[src/rtl/route_comp_pipe_pkg.sv]
// Shared port-index constants and lane-state encoding for the XY route-computation pipeline.
package route_comp_pipe_pkg;

  localparam int PORT_XP    = 0;
  localparam int PORT_XN    = 1;
  localparam int PORT_YP    = 2;
  localparam int PORT_YN    = 3;
  localparam int PORT_LOCAL = 4;

  typedef enum logic {
    IDLE = 1'b0,
    PKT  = 1'b1
  } laneState_t;

endpackage

[src/rtl/route_comp_pipe_route_vec_calc.sv]
// Combinational destination -> productive-port vector for one lane.
// Define TORUS_WRAP_EN to pick the shorter ring direction in each dimension.
module route_vec_calc
  import route_comp_pipe_pkg::*;
#(
  parameter int WIDTH_COORDINATE = 3,
  parameter int NUM_PORT         = 5,
  parameter int CUR_X            = 0,
  parameter int CUR_Y            = 0,
  parameter int MESH_X           = 8,
  parameter int MESH_Y           = 8
) (
  input  logic [WIDTH_COORDINATE-1:0] dstX,
  input  logic [WIDTH_COORDINATE-1:0] dstY,
  output logic [NUM_PORT-1:0]         prodVec
);

  localparam int W = WIDTH_COORDINATE;
  localparam logic [W:0] CurXExt = (W+1)'(CUR_X);
  localparam logic [W:0] CurYExt = (W+1)'(CUR_Y);

  logic [W:0] dX;
  logic [W:0] dY;
  logic       nzX;
  logic       nzY;
  logic       signX;
  logic       signY;
  logic       xPos;
  logic       xNeg;
  logic       yPos;
  logic       yNeg;

  // One extra bit keeps the difference signed so the MSB is the direction.
  assign dX    = {1'b0, dstX} - CurXExt;
  assign dY    = {1'b0, dstY} - CurYExt;
  assign nzX   = |dX;
  assign nzY   = |dY;
  assign signX = dX[W];
  assign signY = dY[W];

`ifdef TORUS_WRAP_EN
  localparam logic [W:0] HalfX = (W+1)'(MESH_X / 2);
  localparam logic [W:0] HalfY = (W+1)'(MESH_Y / 2);

  logic [W:0] magX;
  logic [W:0] magY;
  logic       wrapX;
  logic       wrapY;

  // A tie at exactly half the ring keeps the mesh direction.
  assign magX  = signX ? -dX : dX;
  assign magY  = signY ? -dY : dY;
  assign wrapX = magX > HalfX;
  assign wrapY = magY > HalfY;
  assign xPos  = nzX & ~(signX ^ wrapX);
  assign xNeg  = nzX &  (signX ^ wrapX);
  assign yPos  = nzY & ~(signY ^ wrapY);
  assign yNeg  = nzY &  (signY ^ wrapY);
`else
  assign xPos = nzX & ~signX;
  assign xNeg = nzX &  signX;
  assign yPos = nzY & ~signY;
  assign yNeg = nzY &  signY;
`endif

  always_comb begin
    prodVec             = '0;
    prodVec[PORT_XP]    = xPos;
    prodVec[PORT_XN]    = xNeg;
    prodVec[PORT_YP]    = yPos;
    prodVec[PORT_YN]    = yNeg;
    prodVec[PORT_LOCAL] = ~nzX & ~nzY;
  end

endmodule

[src/rtl/route_comp_pipe.sv]
// Registered multi-lane XY route computation with per-packet route hold and valid/ready lanes.
// Optional TORUS_WRAP_EN selects shortest-ring routing inside route_vec_calc.
module route_comp_pipe
  import route_comp_pipe_pkg::*;
#(
  parameter int NUM_CH           = 2,
  parameter int WIDTH_COORDINATE = 3,
  parameter int NUM_PORT         = 5,
  parameter int CUR_X            = 0,
  parameter int CUR_Y            = 0,
  parameter int MESH_X           = 8,
  parameter int MESH_Y           = 8
) (
  input  logic                               clk,
  input  logic                               reset,
  input  logic [NUM_CH-1:0]                  in_valid,
  input  logic [NUM_CH-1:0]                  in_head,
  input  logic [NUM_CH-1:0]                  in_tail,
  input  logic [NUM_CH*WIDTH_COORDINATE-1:0] in_dstX,
  input  logic [NUM_CH*WIDTH_COORDINATE-1:0] in_dstY,
  output logic [NUM_CH-1:0]                  in_ready,
  output logic [NUM_CH-1:0]                  out_valid,
  output logic [NUM_CH*NUM_PORT-1:0]         out_prodVec,
  output logic [NUM_CH-1:0]                  out_head,
  output logic [NUM_CH-1:0]                  out_tail,
  input  logic [NUM_CH-1:0]                  out_ready,
  output logic [NUM_CH-1:0]                  proto_err
);

  localparam int W = WIDTH_COORDINATE;

  for (genvar c = 0; c < NUM_CH; c++) begin : gLane
    laneState_t          state;
    logic [NUM_PORT-1:0] calcVec;
    logic [NUM_PORT-1:0] routeReg;
    logic [NUM_PORT-1:0] outVec;
    logic                outValid;
    logic                outHead;
    logic                outTail;
    logic                protoErr;
    logic                accept;

    route_vec_calc #(
      .WIDTH_COORDINATE(WIDTH_COORDINATE),
      .NUM_PORT        (NUM_PORT),
      .CUR_X           (CUR_X),
      .CUR_Y           (CUR_Y),
      .MESH_X          (MESH_X),
      .MESH_Y          (MESH_Y)
    ) uCalc (
      .dstX   (in_dstX[c*W +: W]),
      .dstY   (in_dstY[c*W +: W]),
      .prodVec(calcVec)
    );

    assign in_ready[c] = ~outValid | out_ready[c];
    assign accept      = in_valid[c] & in_ready[c];

    // A head seen mid-packet is flagged but still starts a fresh packet.
    always_ff @(posedge clk or posedge reset) begin
      if (reset) begin
        state    <= IDLE;
        routeReg <= '0;
        outVec   <= '0;
        outValid <= 1'b0;
        outHead  <= 1'b0;
        outTail  <= 1'b0;
        protoErr <= 1'b0;
      end else if (accept) begin
        outValid <= 1'b1;
        outHead  <= in_head[c];
        outTail  <= in_tail[c];
        if (in_head[c]) begin
          if (state == PKT) protoErr <= 1'b1;
          outVec <= calcVec;
          if (in_tail[c]) begin
            state <= IDLE;
          end else begin
            state    <= PKT;
            routeReg <= calcVec;
          end
        end else if (state == PKT) begin
          outVec <= routeReg;
          if (in_tail[c]) state <= IDLE;
        end else begin
          outVec   <= '0;
          protoErr <= 1'b1;
        end
      end else if (out_ready[c]) begin
        outValid <= 1'b0;
      end
    end

    assign out_valid[c]                     = outValid;
    assign out_head[c]                      = outHead;
    assign out_tail[c]                      = outTail;
    assign out_prodVec[c*NUM_PORT +: NUM_PORT] = outVec;
    assign proto_err[c]                     = protoErr;
  end

endmodule

[config.mk]
export PLATFORM = sky130hd
export DESIGN_NAME = route_comp_pipe
export DESIGN_NICKNAME = d
export VERILOG_FILES = /design/src/rtl/route_comp_pipe_pkg.sv /design/src/rtl/route_comp_pipe_route_vec_calc.sv /design/src/rtl/route_comp_pipe.sv
export SDC_FILE = /design/constraint.sdc
export NUM_CORES = 1
export LEC_CHECK = 0
export CAP_MARGIN = 0
export CORE_ASPECT_RATIO = 1.5
export CORE_UTILIZATION = 32
export CTS_CLUSTER_SIZE = 20
export DETAILED_ROUTE_END_ITERATION = 10
export PLACE_DENSITY_LB_ADDON = 0.25
export SLEW_MARGIN = 20
export SYNTH_ARGS = -nofsm -noshare
export SYNTH_HDL_FRONTEND = slang
export SYNTH_SLANG_ARGS = --single-unit
[constraint.sdc]
create_clock -name clk -period 1.4 [get_ports clk]
set_input_delay 0.42 -clock clk [delete_from_list [all_inputs] [get_ports clk]]
set_output_delay 0.42 -clock clk [all_outputs]
set_load 0.005 [all_outputs]
==> flow_metrics.env <==
export IMPL_gr_total_overflow=0
export IMPL_dpl_hpwl_um=1780
export IMPL_layout_commonest_cell="dfrtp_1"
export IMPL_yosysUniqueCellTypes=27
export IMPL_synth_area_top_cells="dfrtp_1, buf_4, mux2_2"
export IMPL_status="finished with violations"
export IMPL_nets=165
export IMPL_core_area_um2=3450
export IMPL_worst_setup_path_start_kind="input pin"
export IMPL_worstPathRequired_ps=1550
export IMPL_crit_fanout=3
export IMPL_diodes=0
export IMPL_ios=42
export IMPL_cts_hold_buf=0
export IMPL_post_dp_cell_area_um2=1550
export IMPL_wirelength_um=2290
export IMPL_setup_viol=3
export IMPL_timing_final_hold_violations=0
export IMPL_p_leak_nw=0.738
export IMPL_drc=0
export IMPL_antenna_found_initial=0
export IMPL_synth_area_um2=1160
export IMPL_grt_max_degree=23
export IMPL_rsz0062_at_grt="yes"
export IMPL_viasPerCell=4.74
export IMPL_cts_sinks=22
export IMPL_grt_pass1_wl_um=3680
export IMPL_postRouteAntennaNets=0
export IMPL_criticalPathCategory="input pin to register"
export IMPL_worst_slack_ps=-3.35
export IMPL_fin_area_um2=1700
export IMPL_ir_drop_mv=0.614
export IMPL_power_density_nw_per_um2=1030
export IMPL_skew_ps=4.59
export IMPL_clock_latency_ps=260
export IMPL_clock_root_buffer="clkbuf_8"
export IMPL_fin_hold_ws_ps=461
export IMPL_synth_seq_area_share=0.474
export IMPL_min_path_type="register to register"
export IMPL_die_h_um=75.8
export IMPL_fp_dieW_um=51.2
export IMPL_cp_top_family="buffers and inverters"
export IMPL_synthCells=99
export IMPL_synth_avg_cell_area_um2=11.7
export IMPL_grt_pass1_vias=874
export IMPL_start_util=0.337
export IMPL_maxSlewViolCount=0
export IMPL_end_kind="register"
export IMPL_arrival_ps=1550
export IMPL_drive_gt1_frac=0.359
export IMPL_mostFrequentLayoutCells="dfrtp_1, clkdlybuf4s50_1, dlygate4sd2_1"
export IMPL_port_buffers=37
export IMPL_violations="negative setup slack"
export IMPL_slowest_delay_ps=520
export IMPL_maxCapViolations=0
export IMPL_rows=26
export IMPL_synth_seq_cells=22
export IMPL_fin_crit_sh=1.00
export IMPL_path_buf_inv=1
export IMPL_clk_path_buf_depth=2
export IMPL_crit_chain="clkdlybuf4s50_1 -> and4b_4 -> mux2_2"
export IMPL_via_count=873
export IMPL_grt_usage=0.126
export IMPL_pre_cts_slack_ps=-522
export IMPL_area_growth_pct=45.9
export IMPL_numCtsBuffers=3
export IMPL_wire_per_inst_um=12.4
export IMPL_die_area_um2=3880
export IMPL_synth_warnings=0
export IMPL_yosysTopAreaCell="dfrtp_1"
export IMPL_yosysTopAreaCellShare=0.474
export IMPL_first_pass_iters=4
export IMPL_cts_htree_levels=1
export IMPL_clock_fmax_mhz=713
export IMPL_cts_tree="yes"
export IMPL_gp_congestion=0.724
export IMPL_post_route_min_period_ps=1400
export IMPL_total_power_mw=1.74
export IMPL_crit_path_top_delay_cell="clkdlybuf4s50_1"
export IMPL_path_clk_slew_ps=80
export IMPL_drt_iter0_markers=6
## where the power goes
| part | total, mW | leakage (nW) | switching [mW] | internal [mW] |
|---|---|---|---|---|
| Clock | 0.576 | 0.0357 | 0.194 | 0.381 |
| Combinational | 0.405 | 0.457 | 0.143 | 0.262 |
| Sequential | 0.758 | 0.245 | 0.0479 | 0.710 |
| Total | 1.74 | 0.738 | 0.385 | 1.35 |
## state kept, by name, summed over array words and instances, names as in the netlist
signal	count
gLane.outHead	2
gLane.outTail	2
gLane.outValid	2
gLane.outVec	6
gLane.protoErr	2
gLane.routeReg	6
gLane.state	2
## routing by layer
metal | global-route usage | part of all wire | wire, um | up-vias
met2 | 0.249 | 0.55 | 1250 | 32
met4 | 0.0420 | 0.012 | 28 | 0
li1 | - | - | - | 418
met3 | 0.0220 | 0.063 | 144 | 4
met1 | 0.132 | 0.38 | 860 | 419
met5 | 0 | 0 | 0 | -
## layout make-up
class,instances,area (um^2)
fill,354,1750
tap,42,52.6
multi-input combinational,61,519
clock buffer,3,41.3
clock inverter,1,30.0
inverter,1,3.75
sequential,22,551
timing repair buffer,54,498
## worst paths after layout
check	from	to	slack [ps]	cells after the start
max	in_valid[1]	gLane[1].routeReg[4]	-3	3
min	gLane[0].protoErr	gLane[0].protoErr	460	1
max reg2reg	gLane[1].outValid	gLane[1].routeReg[4]	30	5
min reg2reg	gLane[0].protoErr	gLane[0].protoErr	460	1
max in group asynchronous	reset	gLane[1].state	780	3
min in group asynchronous	reset	gLane[1].outHead	480	3
## what timing repair did
item,in CTS,in global routing
pin swaps,3,3
endpoints found under the setup margin,30,8
setup buffers,6,0
gates resized for setup,31,8
## through the flow
| step | std cells | utilization | setup TNS [ps] |
|---|---|---|---|
| 6_report | 184 | 0.492 | -7.59 |
| 5_1_grt | 184 | 0.492 | -29.5 |
| 4_1_cts | 184 | 0.482 | 0 |
| 3_5_place_dp | 174 | 0.448 | -7890 |
| 3_3_place_gp | 174 | 0.448 | -7560 |
| 2_1_floorplan | 102 | - | 0 |
## cell families after synthesis
family          count (synthesis)  share of synthesized area
compound gates                 21                      0.117
xor+xnor                        2                     0.0151
buf+inv                        19                      0.128
flops                          22                      0.474
mux                            10                      0.110
other cells                     1                    0.00323
simple gates                   24                      0.153
## synthesized netlist by cell type, drive strengths merged
cell	n
a21o	2
a21oi	11
a22oi	3
a2bb2oi	2
a31oi	1
a32oi	2
and2	2
and3	2
and4b	2
buf	16
clkbuf	2
conb	1
dfrtp	22
inv	1
mux2	10
nand2	1
nand2b	2
nand3b	1
nor2	2
nor2b	2
nor3	4
or2b	2
or3	4
xnor2	2
No activity file was read; power rests on OpenSTA's default activity.
